--- src/rtl/sq_finder_if.sv ---
// ---------------------------------------------------------------------------
// sq_finder_if : request/result bundle for the sequential squarer
// Rev 1.0 : initial release (err member present with SQ_FINDER_ERR_EN)
// ---------------------------------------------------------------------------
`default_nettype none

interface sq_finder_if #(
  parameter int WIDTH = 4
);
  logic                 start;
  logic [WIDTH-1:0]     root;
  logic [2*WIDTH-1:0]   sq;
  logic                 busy;
  logic                 done;
`ifdef SQ_FINDER_ERR_EN
  logic                 err;

  modport master (output start, root, input sq, busy, done, err);
  modport slave  (input start, root, output sq, busy, done, err);
`else
  modport master (output start, root, input sq, busy, done);
  modport slave  (input start, root, output sq, busy, done);
`endif
endinterface

`default_nettype wire

--- src/rtl/sq_finder.sv ---
// ---------------------------------------------------------------------------
// sq_finder : squares a WIDTH-bit root by summing successive odd numbers.
// Optional sticky start-while-busy flag: define SQ_FINDER_ERR_EN.
// Rev 1.0 : initial release
// ---------------------------------------------------------------------------
`default_nettype none

module sq_finder #(
  parameter int WIDTH = 4
) (
  input  wire logic   clk,
  input  wire logic   clr,
  sq_finder_if.slave  bus
);

  typedef enum logic [1:0] {
    S_IDLE = 2'd0,
    S_ADD  = 2'd1,
    S_DONE = 2'd2
  } state_t;

  state_t               state_q, state_d;
  logic [WIDTH-1:0]     cnt_q, cnt_d;
  logic [WIDTH:0]       odd_q, odd_d;
  logic [2*WIDTH-1:0]   acc_q, acc_d;
  logic [2*WIDTH-1:0]   sq_q, sq_d;
  logic                 busy_q, busy_d;
  logic                 done_q, done_d;

  always_ff @(posedge clk or negedge clr) begin
    if (!clr) begin
      state_q <= S_IDLE;
      cnt_q   <= '0;
      odd_q   <= '0;
      acc_q   <= '0;
      sq_q    <= '0;
      busy_q  <= 1'b0;
      done_q  <= 1'b0;
    end else begin
      state_q <= state_d;
      cnt_q   <= cnt_d;
      odd_q   <= odd_d;
      acc_q   <= acc_d;
      sq_q    <= sq_d;
      busy_q  <= busy_d;
      done_q  <= done_d;
    end
  end

  always_comb begin
    state_d = state_q;
    cnt_d   = cnt_q;
    odd_d   = odd_q;
    acc_d   = acc_q;
    sq_d    = sq_q;
    done_d  = 1'b0;
    case (state_q)
      S_IDLE: begin
        if (bus.start) begin
          state_d = S_ADD;
          cnt_d   = bus.root;
          acc_d   = '0;
          odd_d   = (WIDTH+1)'(1);
        end
      end
      S_ADD: begin
        if (cnt_q != '0) begin
          acc_d = acc_q + (2*WIDTH)'(odd_q);
          odd_d = odd_q + (WIDTH+1)'(2);
          cnt_d = cnt_q - WIDTH'(1);
        end else begin
          sq_d    = acc_q;
          done_d  = 1'b1;
          state_d = S_DONE;
        end
      end
      S_DONE: state_d = S_IDLE;
      default: state_d = S_IDLE;
    endcase
    // busy is registered from the next state so it tracks IDLE exactly
    busy_d = (state_d != S_IDLE);
  end

  assign bus.sq   = sq_q;
  assign bus.busy = busy_q;
  assign bus.done = done_q;

`ifdef SQ_FINDER_ERR_EN
  logic err_q;

  always_ff @(posedge clk or negedge clr) begin
    if (!clr) begin
      err_q <= 1'b0;
    end else if (bus.start && busy_q) begin
      err_q <= 1'b1;
    end
  end

  assign bus.err = err_q;
`endif

endmodule

`default_nettype wire

--- src/flat_wrapper.sv ---
// flat-port wrapper written by rule: the top's interface ports become plain ports
module sq_finder_flat 
#(
  parameter int WIDTH = 4
)
  (clk, clr, bus_start, bus_root, bus_sq, bus_busy, bus_done);
  sq_finder_if #(.WIDTH(WIDTH)) bus_i ();
  input  wire logic clk;
  input  wire logic clr;
  input wire logic [$bits(bus_i.start)-1:0] bus_start;
  input wire logic [$bits(bus_i.root)-1:0] bus_root;
  output wire logic [$bits(bus_i.sq)-1:0] bus_sq;
  output wire logic [$bits(bus_i.busy)-1:0] bus_busy;
  output wire logic [$bits(bus_i.done)-1:0] bus_done;
  assign bus_i.start = bus_start;
  assign bus_i.root = bus_root;
  assign bus_sq = bus_i.sq;
  assign bus_busy = bus_i.busy;
  assign bus_done = bus_i.done;
  sq_finder #(.WIDTH(WIDTH)) u_core (.clk(clk), .clr(clr), .bus(bus_i));
endmodule
--- config.mk ---
export PLATFORM = sky130hd
export DESIGN_NAME = sq_finder_flat
export DESIGN_NICKNAME = d
export VERILOG_FILES = /design/src/rtl/sq_finder_if.sv /design/src/rtl/sq_finder.sv /design/src/flat_wrapper.sv
export SDC_FILE = /design/constraint.sdc
export NUM_CORES = 1
export LEC_CHECK = 0
export ABC_CLOCK_PERIOD_IN_PS = 2470
export CAP_MARGIN = 20
export CORE_MARGIN = 2
export CORE_UTILIZATION = 40
export CTS_BUF_LIST = sky130_fd_sc_hd__clkbuf_2
export DETAILED_ROUTE_END_ITERATION = 10
export GPL_TIMING_DRIVEN = 0
export PLACE_DENSITY = 0.68
export SYNTH_ARGS = -nofsm -noshare
export SYNTH_HDL_FRONTEND = slang
export SYNTH_SLANG_ARGS = --single-unit
export TNS_END_PERCENT = 30
--- constraint.sdc ---
create_clock -name clk -period 2.47 [get_ports clk]
set_input_delay 0.247 -clock clk [delete_from_list [all_inputs] [get_ports clk]]
set_output_delay 0.247 -clock clk [all_outputs]
set_load 0.01 [all_outputs]
==> results of run 1 <==
==> metal layers <==
layer  part of all wire [%]  GRT usage, %  vias up
met2                     48          25.5       20
met3                    3.3          3.87        7
li1                       -             -      549
met1                     46          18.7      536
met4                    2.4          10.1        0
met5                      0             0        -
==> power groups by stage <==
stage,clock [mW],combinational [mW],sequential [mW]
4_1_cts,0.247,1.23,0.858
3_3_place_gp,0,1.18,0.859
5_1_grt,0.272,1.37,0.892
6_report,0.237,1.22,0.859
2_1_floorplan,0,0.844,0.861
3_5_place_dp,0,1.22,0.868
==> cells by family (layout without fill, tap and decap cells) <==
family	count (synthesis)	in the layout	share of synthesized area [%]
and+or+nand+nor	62	62	21.5
AOI/OAI and AO/OA	30	30	14.4
DFF	29	29	50.4
buffers and inverters	11	36	3.04
adders and majority gates	8	8	7.47
xor gates and xnor gates	4	4	2.43
muxes	1	1	0.782
==> stage by stage <==
step	setup slack [ns]	total power [mW]	hold slack, ns
after global placement	0.481	2.04	0.455
after CTS	0.452	2.34	0.256
after floorplan	0.614	1.71	-0.0486
after global routing	0.310	2.54	0.251
final	0.448	2.31	0.249
after detailed placement	0.489	2.09	0.463
==> cell usage in the layout, fill, tap and decap left out, types with 2 or more instances in the layout <==
master | netlist | layout
o21ai_0 | 8 | 8
nand2b_1 | 2 | 2
nand2_1 | 29 | 29
a22o_1 | 3 | 3
or3_1 | 3 | 3
clkbuf_2 | 0 | 8
xor2_1 | 2 | 2
clkdlybuf4s50_1 | 0 | 16
a21o_1 | 2 | 2
nand3_1 | 5 | 5
nor3b_1 | 2 | 2
inv_1 | 5 | 5
o31ai_1 | 2 | 2
and2_1 | 2 | 2
clkbuf_1 | 2 | 2
xnor2_1 | 2 | 2
nor2_1 | 9 | 9
a21oi_1 | 6 | 6
and3_1 | 3 | 3
ha_1 | 7 | 7
a211oi_1 | 4 | 4
dfrtp_1 | 29 | 29
==> area by class of cell <==
class | instances | area (µm²)
Multi-Input combinational cell | 105 | 671
Fill cell | 313 | 1660
Timing Repair Buffer | 17 | 188
Clock buffer | 8 | 40.0
Inverter | 7 | 27.5
Buffer | 4 | 16.3
Tap cell | 46 | 57.6
Sequential cell | 29 | 726
==> state kept, by name, summed over array words and instances, names as in the netlist <==
| name | flops |
|---|---|
| u_core.acc_q | 8 |
| u_core.bus.done | 1 |
| u_core.bus.busy | 1 |
| u_core.state_q | 2 |
| u_core.odd_q | 5 |
| u_core.bus.sq | 8 |
| u_core.cnt_q | 4 |
==> final timing paths <==
path                                   from                to  slack [ns]  cells after the start
max                         u_core.acc_q[0]   u_core.acc_q[6]        0.45                      6
min                                     clr   u_core.acc_q[3]        0.25                      1
max reg2reg                 u_core.acc_q[0]   u_core.acc_q[6]        0.45                      6
min reg2reg                u_core.bus.sq[5]  u_core.bus.sq[5]        0.49                      2
max in group asynchronous               clr  u_core.bus.sq[6]        1.72                      2
min in group clk           u_core.bus.sq[5]  u_core.bus.sq[5]        0.49                      2
==> impl_metrics.yaml, run 1 <==
worst_setup_path:
  slowest_delay_ns: 0.44
  crit_path_top_delay_cell: "dfrtp_1"
  worstPathArrival_ns: 2.26
  end_kind: "flip-flop"
  critPathLaunchType: "flip-flop"
  crit_family: "adder cells"
  crit_fanout: 3
  worst_ep_required_time_ns: 2.70
  crit_type: "flip-flop to flip-flop"
  crit_buf_inv: 0
  cp_cell_sequence: "ha_1 > fa_1 > a211oi_1 > nor2_1 > o21bai_1 > mux2_1"
synth:
  synth_top_cell_area_share_pct: 50.4
  yosys-top-cells-area: "dfrtp_1 50%, nand2_1 7.6%, ha_1 6.1%"
  netlist_instances: 145
  netlist_area_um2: 1440
  synth_common_cells: "29 x dfrtp_1, 29 x nand2_1, 9 x nor2_1, 8 x o21ai_0, 7 x ha_1"
  ys_seq_area_share_pct: 50.4
  synth_nets: 160
  synth-seq-cells: 29
  avgSynthCellArea_um2: 9.93
  yosys_warnings: 0
  synth_edf_count: 0
  ys.flop_type: "dfrtp_1"
  synth_cell_types: 38
  yosysTopAreaCell: "dfrtp_1"
  async_flop_share_pct: 100
clocking:
  cts_tree: "done"
  cts_root_buffer: "clkbuf_2"
  clockBufferDepth: 2
  worstSkewPairLatency_ns: 0.35
  cts.sinks: 29
  postCtsSetupRepairBufs: 0
  cts_resized: 0
  cts_buffers: 5
  clk_pin_slew_ns: 0.14
  cts.htree.levels: 2
  hold_buffers: 0
timing:
  tightestPinTransition_ns: 0.584
  layout_min_cycle_time_ns: 2.02
  skew_ns: 0.0134
  max_slew_margin_pct: 60.9
  max_freq_mhz: 495
  drv_slew: 0
  setup_viol: 0
  rsz0062_at_grt: "no"
  hold_violations: 0
  tns_ns: 0
  period_share_pct: 81.9
route:
  ant_nets: 0
  via_per_inst: 5.15
  firstDrtPassIters: 4
  drtIter0Drc: 57
  drt-wirelength-per-cell_um: 12.5
  drt_wl_total_mm: 2.70
  drcViolationCount: 0
  vias: 1112
die:
  die_w_um: 64
  core_um2: 3390
  dieHeight_um: 64
  ioPinCount: 17
  rows: 21
  dieArea_um2: 4100
  initial_utilization_pct: 42.5
power_and_ir_drop:
  power_density_nw_per_um2: 1340
  internal_power_mw: 1.35
  switching_share_pct: 41.7
  p_seq_share_pct: 37.1
  clockPowerShare_pct: 10.2
  ir_drop_mv: 0.372
  pwr-share-comb_pct: 52.6
  switchingPower_uw: 966
  p_leak_nw: 0.824
finish:
  nNetsFinal: 184
  postLayoutCellArea_um2: 1730
  layout.cells.non_filler: 216
  area_growth_pct: 19.8
  final_util_pct: 50.9
  diodes: 0
  drive_above_1_share_pct: 9.41
place:
  placed_area_um2: 1690
  port_buffers: 16
  dp_hpwl_mm: 2.01
  dpl.cell_count: 208
  place_congestion: 0.731
job:
  cap_violations: 0
global_routing:
  grt_max_degree: 20
  antenna_found_initial: 0
  grt_pass1_vias: 1091
  grt_remaining_overflow: 0
  track_usage_pct: 15.8
  grt_pass1_wl_mm: 4.83
worst_hold_path:
  min_path_type: "input port to async pin"
status:
  status: "finished clean"
(Power assumes the default switching activity.)
==> run 2, diff against run 1 <==
Settings changed: ABC_CLOCK_PERIOD_IN_PS 2470 to 2100.
Clock period 2.47 ns to 2.1 ns, I/O delays scaled along.
==> impl_metrics.yaml, run 2 (same netlist as run 1, synthesis figures left out) <==
finish:
  layout.cells.non_filler: 216
  nNetsFinal: 184
  postLayoutCellArea_um2: 1730
  diodes: 0
  area_growth_pct: 20.3
  layout_common_cells: "29 x nand2_1, 29 x dfrtp_1, 16 x clkdlybuf4s50_1, 9 x nor2_1"
  drive_above_1_share_pct: 10.6
worst_setup_path:
  cp_num_cells: 6
  crit_buf_inv: 0
  crit_path_top_delay_cell: "dfrtp_1"
  worstPathArrival_ns: 2.16
  crit_type: "flip-flop to flip-flop"
  critPathLaunch: "u_core.acc_q[0]"
  critPathLaunchType: "flip-flop"
  timing.critical_path.to: "u_core.acc_q[6]"
  worst_ep_required_time_ns: 2.34
  crit_family: "adder cells"
  r2r_cells: 6
  crit_fanout: 3
  r2r_setup_slack_ns: 0.18
  cp_cell_sequence: "ha_1 > fa_2 > a211oi_2 > nor2_1 > o21bai_1 > mux2_1"
  reg2reg_from: "u_core.acc_q[0]"
  r2r-end: "u_core.acc_q[6]"
  end_kind: "flip-flop"
  slowest_delay_ns: 0.44
die:
  dieArea_um2: 4100
  die_w_um: 64
  ioPinCount: 17
  rows: 21
  initial_utilization_pct: 42.5
  core_um2: 3390
  dieHeight_um: 64
timing:
  tns_ns: 0
  max_slew_margin_pct: 61.0
  period_share_pct: 91.5
  rsz0062_at_grt: "no"
  skew_ns: 0.0136
  max_freq_mhz: 520
  drv_slew: 0
  hold_violations: 0
  layout_min_cycle_time_ns: 1.92
  tightestPinTransition_ns: 0.583
  setup_viol: 0
route:
  drt_wl_total_mm: 2.75
  via_per_inst: 5.19
  firstDrtPassIters: 4
  vias: 1122
  ant_nets: 0
  drcViolationCount: 0
  drtIter0Drc: 41
  drt-wirelength-per-cell_um: 12.7
global_routing:
  grt_remaining_overflow: 0
  grt_pass1_vias: 1091
  antenna_found_initial: 0
  grt_max_degree: 20
  grt_pass1_wl_mm: 4.83
  track_usage_pct: 15.8
place:
  port_buffers: 16
  place_congestion: 0.731
  placed_area_um2: 1690
  dp_hpwl_mm: 2.01
  dpl.cell_count: 208
power_and_ir_drop:
  ir_drop_mv: 0.454
  internal_power_mw: 1.60
  p_seq_share_pct: 36.7
  clockPowerShare_pct: 10.2
  switchingPower_mw: 1.16
  pwr-share-comb_pct: 53.1
  switching_share_pct: 41.9
  p_leak_nw: 0.824
  power_density_nw_per_um2: 1590
worst_hold_path:
  min_path_type: "input port to async pin"
clocking:
  clk_pin_slew_ns: 0.14
  cts_tree: "done"
  cts_root_buffer: "clkbuf_2"
  worstSkewPairLatency_ns: 0.35
  cts_buffers: 5
  postCtsSetupRepairBufs: 0
  cts.htree.levels: 2
  clockBufferDepth: 2
  cts.sinks: 29
job:
  cap_violations: 0
status:
  status: "finished clean"
run 2: cell types whose count changed in the layout (fill, tap and decap cells not counted):
cell,before,now
a211oi_2,0,1
fa_2,0,1
a211oi_1,4,3
fa_1,1,0
run 2: power by group through the flow:
stage | combinational [mW] | clock (mW) | sequential, mW
2_1_floorplan | 0.992 | 0 | 1.01
3_3_place_gp | 1.39 | 0 | 1.01
3_5_place_dp | 1.44 | 0 | 1.02
4_1_cts | 1.45 | 0.291 | 1.01
5_1_grt | 1.64 | 0.320 | 1.05
6_report | 1.46 | 0.282 | 1.01
run 2: final cells by class:
cell class,instances,area (µm²)
fill,311,1660
sequential,29,726
multi-input combinational,105,678
timing repair buffer,17,188
tap,46,57.6
clock buffer,8,40.0
inverter,7,27.5
buffer,4,16.3
run 2: worst min-delay path by stage:
stage	to	slack (ns)	cells after the start
2_1_floorplan	u_core.acc_q[0]	-0.09	0
3_3_place_gp	u_core.odd_q[0]	0.46	1
3_5_place_dp	u_core.bus.sq[2]	0.46	2
4_1_cts	u_core.odd_q[0]	0.22	1
5_1_grt	u_core.odd_q[0]	0.21	1
6_report	u_core.odd_q[0]	0.21	1
run 2: repair_timing:
action / in CTS / in global routing
setup endpoints to repair: 0 / 1
hold endpoints to repair: 0 / 0
gates resized for setup: 0 / 2
hold buffers: 0 / 0
run 2: layer usage:
| layer | GRT usage (%) | routed length [µm] |
|---|---|---|
| met5 | 0 | 0 |
| met1 | 18.7 | 1230 |
| met2 | 25.5 | 1330 |
| met4 | 10.1 | 74 |
| met3 | 3.87 | 114 |
run 2: per-stage QoR:
stage               setup WS [ns]  util, %  total power, mW  hold slack, ns
finish                      0.177     51.1             2.76           0.210
global route               0.0499     51.1             3.01           0.214
CTS                        0.0824     50.9             2.75           0.219
detailed placement          0.119     49.7             2.46           0.463
global placement            0.111     48.9             2.40           0.455
floorplan                   0.244        -             2.01         -0.0856
==> edit 1 (settings of run 2) <==
`WIDTH` is set to 4 in 3 places; all go to 6.
--- a/src/rtl/sq_finder_if.sv
+++ b/src/rtl/sq_finder_if.sv
@@ -5,7 +5,7 @@
 `default_nettype none
 
 interface sq_finder_if #(
-  parameter int WIDTH = 4
+  parameter int WIDTH = 6
 );
   logic                 start;
   logic [WIDTH-1:0]     root;
--- a/src/rtl/sq_finder.sv
+++ b/src/rtl/sq_finder.sv
@@ -6,7 +6,7 @@
 `default_nettype none
 
 module sq_finder #(
-  parameter int WIDTH = 4
+  parameter int WIDTH = 6
 ) (
   input  wire logic   clk,
   input  wire logic   clr,
--- a/src/flat_wrapper.sv
+++ b/src/flat_wrapper.sv
@@ -1,7 +1,7 @@
 // flat-port wrapper written by rule: the top's interface ports become plain ports
 module sq_finder_flat 
 #(
-  parameter int WIDTH = 4
+  parameter int WIDTH = 6
 )
   (clk, clr, bus_start, bus_root, bus_sq, bus_busy, bus_done);
   sq_finder_if #(.WIDTH(WIDTH)) bus_i ();
Ports: changed (resized bus_root and bus_sq); port bits go from 17 to 23. The function was not compared with the original's and may differ.
==> edit 1 against run 2 <==
Clock skew fell by 0.0029 ns; non-clock buffer count grew 8; sequential share of layout area shrank 0.38 points; combinational power is 47% higher; clock power grew 110%; final area is 43% higher; setup slack lost 0.062 ns; sequential cell count rose by 12; power increased by 50%; largest power group unchanged; area after synthesis rose by 43%; hold slack better by 0.15 ns; routed wire length rose by 46%.
==> edit 1: results (changes against run 2) <==
first-pass GRT wire length=6870 um (+42%); via count of the first global-routing pass=1527 (+40%); clk_skew=0.0107 ns (-0.00290 ns); Buffers on Ports=22 (+6); Synth Net Count=223 (+39%); status=complete, no violations; library cells used by synthesis=42 (+11%); Starting DRT DRC Count=54 (+32%); GPL Wtd Cong=0.787 (+7.7%); kind of cell adding the most delay to the critical path=compound AO/OA/AOI/OAI gates; detailed placer's ending HPWL=2940 um (+47%); fill count=482 (+55%); Tot GR Track Use=16.0% (+0.24 points); Seq/Total Area, Yosys=49.9% (-0.51 points); Lkg Pwr=0.00115 uW (+40%); DR vias/cell=5.16 (-0.70%); DP Area=2360 um2 (+40%); yosys warns=0 (unchanged); Rel. slew slack=40.5% (-20 points); Sw Ratio=40.6% (-1.3 points); synth cell count leaders=41 x dfrtp_1, 36 x nand2_1, 17 x nor2_1, 15 x o21ai_0, 10 x ha_1; largest net degree at the start of global routing=42 (+110%); Yosys top cell area share=49.9% (-0.51 points); final wirelength=4020 um (+46%); worst vdd ir=0.000488 V (+7.4%); Area contributors post-synth=dfrtp_1 50%, nand2_1 6.6%, ha_1 6.1%, o21ai_0 3.6%, nor2_1 3.1%; Worst-path clk slew=0.20 ns (+0.06 ns); antenna violations before repair=0 (unchanged); clock latency on the worst-skew pair=0.41 ns (+0.06 ns); fin nets=253 (+38%); worst hold path class=input port to register; share of cells above drive strength 1=12.4% (+1.8 points)
-- edit 1: through the flow --
| step | total power, uW | util [%] | setup WS, ns | hold WS, ns | instances |
|---|---|---|---|---|---|
| final | 4130 | 49.0 | 0.115 | 0.356 | 304 |
| after global routing | 4500 | 49.0 | 0.0172 | 0.342 | 304 |
| after CTS | 4120 | 48.9 | 0.0815 | 0.346 | 304 |
| after detailed placement | 3510 | 46.8 | 0.0289 | 0.390 | 295 |
| after global placement | 3430 | 46.9 | -0.182 | 0.458 | 295 |
| after floorplan | 2930 | - | 0.182 | -0.0856 | 203 |
-- edit 1: cells by family (layout without fill, tap and decap cells) --
kind of cell / Yosys count / after routing / share of synthesized area [%]
DFF: 41 / 41 / 49.9
buffers and inverters: 12 / 43 / 3.16
xor gates and xnor gates: 9 / 9 / 3.83
and+or+nand+nor: 78 / 78 / 18.1
adders and majority gates: 11 / 11 / 7.06
AOI/OAI and AO/OA: 47 / 47 / 15.2
muxes: 5 / 5 / 2.74
-- edit 1: power groups by stage --
stage / logic, uW / registers [uW] / clock network (uW)
2_1_floorplan: 1530 / 1390 / 0
3_3_place_gp: 2030 / 1400 / 0
3_5_place_dp: 2090 / 1420 / 0
4_1_cts: 2130 / 1400 / 592
5_1_grt: 2420 / 1450 / 628
6_report: 2140 / 1400 / 579
-- edit 1: final timing paths --
kind | start | to | slack (ns) | cells past startpoint
worst max-delay path | u_core.acc_q[0] | u_core.acc_q[6] | 0.12 | 7
worst min-delay path | bus_root[0] | u_core.cnt_q[0] | 0.36 | 3
worst max register to register | u_core.acc_q[0] | u_core.acc_q[6] | 0.12 | 7
worst min register to register | u_core.bus.sq[1] | u_core.bus.sq[1] | 0.50 | 2
max in group asynchronous | clr | u_core.cnt_q[1] | 1.12 | 2
min in group asynchronous | clr | u_core.acc_q[4] | 0.43 | 2
-- edit 1: final cells by class --
type / instances / area, um2 / share of cell area, %
plain buffers: 6 / 41.3 / 1.67
multi-input cells: 150 / 978 / 39.6
repair buffers: 23 / 225 / 9.11
clock buffers: 5 / 25.0 / 1.01
clock inverters: 3 / 65.1 / 2.63
well taps: 70 / 87.6 / 3.54
flip-flops and latches: 41 / 1030 / 41.5
inverters: 6 / 23.8 / 0.962
-- edit 1: tightest hold or removal path: cells and delay by family --
family                 cells  cell delay (ns)
AOI/OAI and AO/OA          1             0.07
buffers and inverters      1             0.40
and+or+nand+nor            1             0.06
-- edit 1: routing by layer --
layer	vias up	GRT usage, %	wire (um)
met5	-	0	0
met1	753	19.9	1900
li1	783	-	-
met2	27	27.5	1950
met3	5	3.70	121
met4	0	5.46	49
-- edit 1: timing repair --
| item | 4_1_cts | 5_1_grt |
|---|---|---|
| endpoints found under the setup margin | 1 | 11 |
| hold endpoints to repair | 41 | 0 |
| hold buffers | 1 | 0 |
| gates resized for setup | 1 | 4 |
==> edit 2 (config.mk and constraints of run 2) <==
Made on the original files. Take the reset off `sq_q` and load it in a clocked block of its own.
--- a/src/rtl/sq_finder.sv
+++ b/src/rtl/sq_finder.sv
@@ -33,7 +33,6 @@
       cnt_q   <= '0;
       odd_q   <= '0;
       acc_q   <= '0;
-      sq_q    <= '0;
       busy_q  <= 1'b0;
       done_q  <= 1'b0;
     end else begin
@@ -41,10 +40,13 @@
       cnt_q   <= cnt_d;
       odd_q   <= odd_d;
       acc_q   <= acc_d;
-      sq_q    <= sq_d;
       busy_q  <= busy_d;
       done_q  <= done_d;
     end
+  end
+
+  always_ff @(posedge clk) begin
+    sq_q <= sq_d;
   end
 
   always_comb begin
Function: changed (Yosys sat finds a counterexample within 4 cycles, from zero or initial values; the reset may be asserted at any time).
==> edit 2 against run 2 <==
Power fell by 7.0%; sequential cell count did not move; routed wire length fell by 5.2%; setup slack got worse by 0.11 ns; final area fell by 5.8%; area after synthesis fell by 5.5%; clock skew rose by 0.016 ns; count of clock-buffer cells in the layout fell by 3; first-iteration DRC count fell by 34%; largest cell class unchanged.
==> edit 2: results (changes against run 2) <==
Tot GR Track Use=15.1% (-0.66 points); met3 wire len=102 um (-11%); fill count=332 (+6.8%); Area contributors post-synth=dfrtp_1 39%, edfxtp_1 18%, ha_1 6.4%, nor2_1 2.8%, nand3_1 2.6%; worst vdd ir=0.000564 V (+24%); largest net degree at the start of global routing=22 (+10%); wl on met1=1130 um (-8.4%); synth cell count leaders=21 x dfrtp_1, 10 x nor2_1, 8 x edfxtp_1, 7 x ha_1, 7 x nand3_1; share of cells above drive strength 1=10.6% (-0.025 points); Seq/Total Area, Yosys=56.3% (+5.9 points); EDFF count, synth=8 (+8); Lkg Pwr=0.000686 uW (-17%); status=complete, no violations; Critical-path top delay cell=fa_1; Starting DRT DRC Count=27 (-34%); Vias=981 (-13%); Rel. slew slack=33.4% (-28 points); met2 routed WL=1290 um (-2.3%); via count of the first global-routing pass=1030 (-5.6%); fin nets=156 (-15%); Synth Net Count=133 (-17%); detailed placer's ending HPWL=1920 um (-4.1%); share of synthesized flip-flops with an asynchronous set or reset=72.4% (-28 points); GPL Wtd Cong=0.797 (+9.0%); clk_skew=0.0294 ns (+0.0159 ns); critical path data arrival time=2.28 ns (+0.12 ns); clock latency on the worst-skew pair=0.37 ns (+0.02 ns)
==> edit 2: report_power, final <==
part	leakage [uW]	total, uW	switching [uW]	internal [uW]
clock	0.0000278	265	192	72.6
sequential	0.000329	1020	180	836
combinational	0.000330	1280	684	598
==> edit 2: cell type report <==
cell class | count | share of cell area, %
clock buffers | 5 | 1.53
repair buffers | 16 | 9.81
plain buffers | 3 | 0.766
inverters | 5 | 1.15
clock inverters | 3 | 0.766
well taps | 46 | 3.52
flip-flops and latches | 29 | 46.9
multi-input cells | 81 | 35.6
==> edit 2: kinds of logic (layout without fill, tap and decap cells) <==
logic type / Yosys count / count (layout) / share of synthesized area (%)
compound gates: 28 / 28 / 14.3
xor+xnor: 4 / 4 / 2.57
fa+ha+maj: 8 / 8 / 7.90
buf+inv: 8 / 32 / 2.30
flops: 29 / 29 / 56.2
mux: 1 / 1 / 0.827
simple gates: 40 / 40 / 15.8
==> edit 2: through the flow <==
| stage | power [uW] | std cells | area [um2] | TNS (ns) | worst slack [ns] |
|---|---|---|---|---|---|
| CTS | 2560 | 188 | 1620 | 0 | 0.0154 |
| finish | 2560 | 188 | 1630 | 0 | 0.0717 |
| detailed placement | 2290 | 180 | 1580 | -0.0819 | -0.0106 |
| global route | 2790 | 188 | 1630 | -0.00415 | -0.00117 |
| floorplan | 1910 | 118 | 1360 | 0 | 0.234 |
| global placement | 2180 | 180 | 1580 | 0 | 0.0273 |
==> edit 2: repair_timing <==
item,CTS,global route
hold buffers,0,0
pin swaps,0,0
resized for setup,1,3
setup endpoints to repair,8,17
setup buffers,0,0
==> edit 2: per-layer routing <==
metal  global-route usage, %  up-vias
met1                    16.6      471
met3                    3.99       11
met5                       0        -
met2                    25.8       24
li1                        -      475
met4                    10.0        0
==> edit 2: final timing paths <==
| kind | startpoint | endpoint | slack, ns | cells after the start |
|---|---|---|---|---|
| max | u_core.acc_q[0] | u_core.acc_q[6] | 0.07 | 6 |
| min | clr | u_core.odd_q[3] | 0.36 | 1 |
| max reg2reg | u_core.acc_q[0] | u_core.acc_q[6] | 0.07 | 6 |
| min reg2reg | u_core.odd_q[0] | u_core.odd_q[0] | 0.50 | 1 |
| max in group asynchronous | clr | u_core.acc_q[0] | 1.11 | 1 |
| min in group clk | bus_root[2] | u_core.cnt_q[2] | 0.47 | 3 |
==> edit 2: worst max-delay path: cells and delay by family, from the launching register on <==
kind / cells / cell delay (ns)
flip-flops: 1 / 0.42
AO/OA/AOI/OAI: 2 / 0.41
AND/OR/NAND/NOR: 1 / 0.11
multiplexers: 1 / 0.33
adder cells (fa/ha/maj): 2 / 0.66
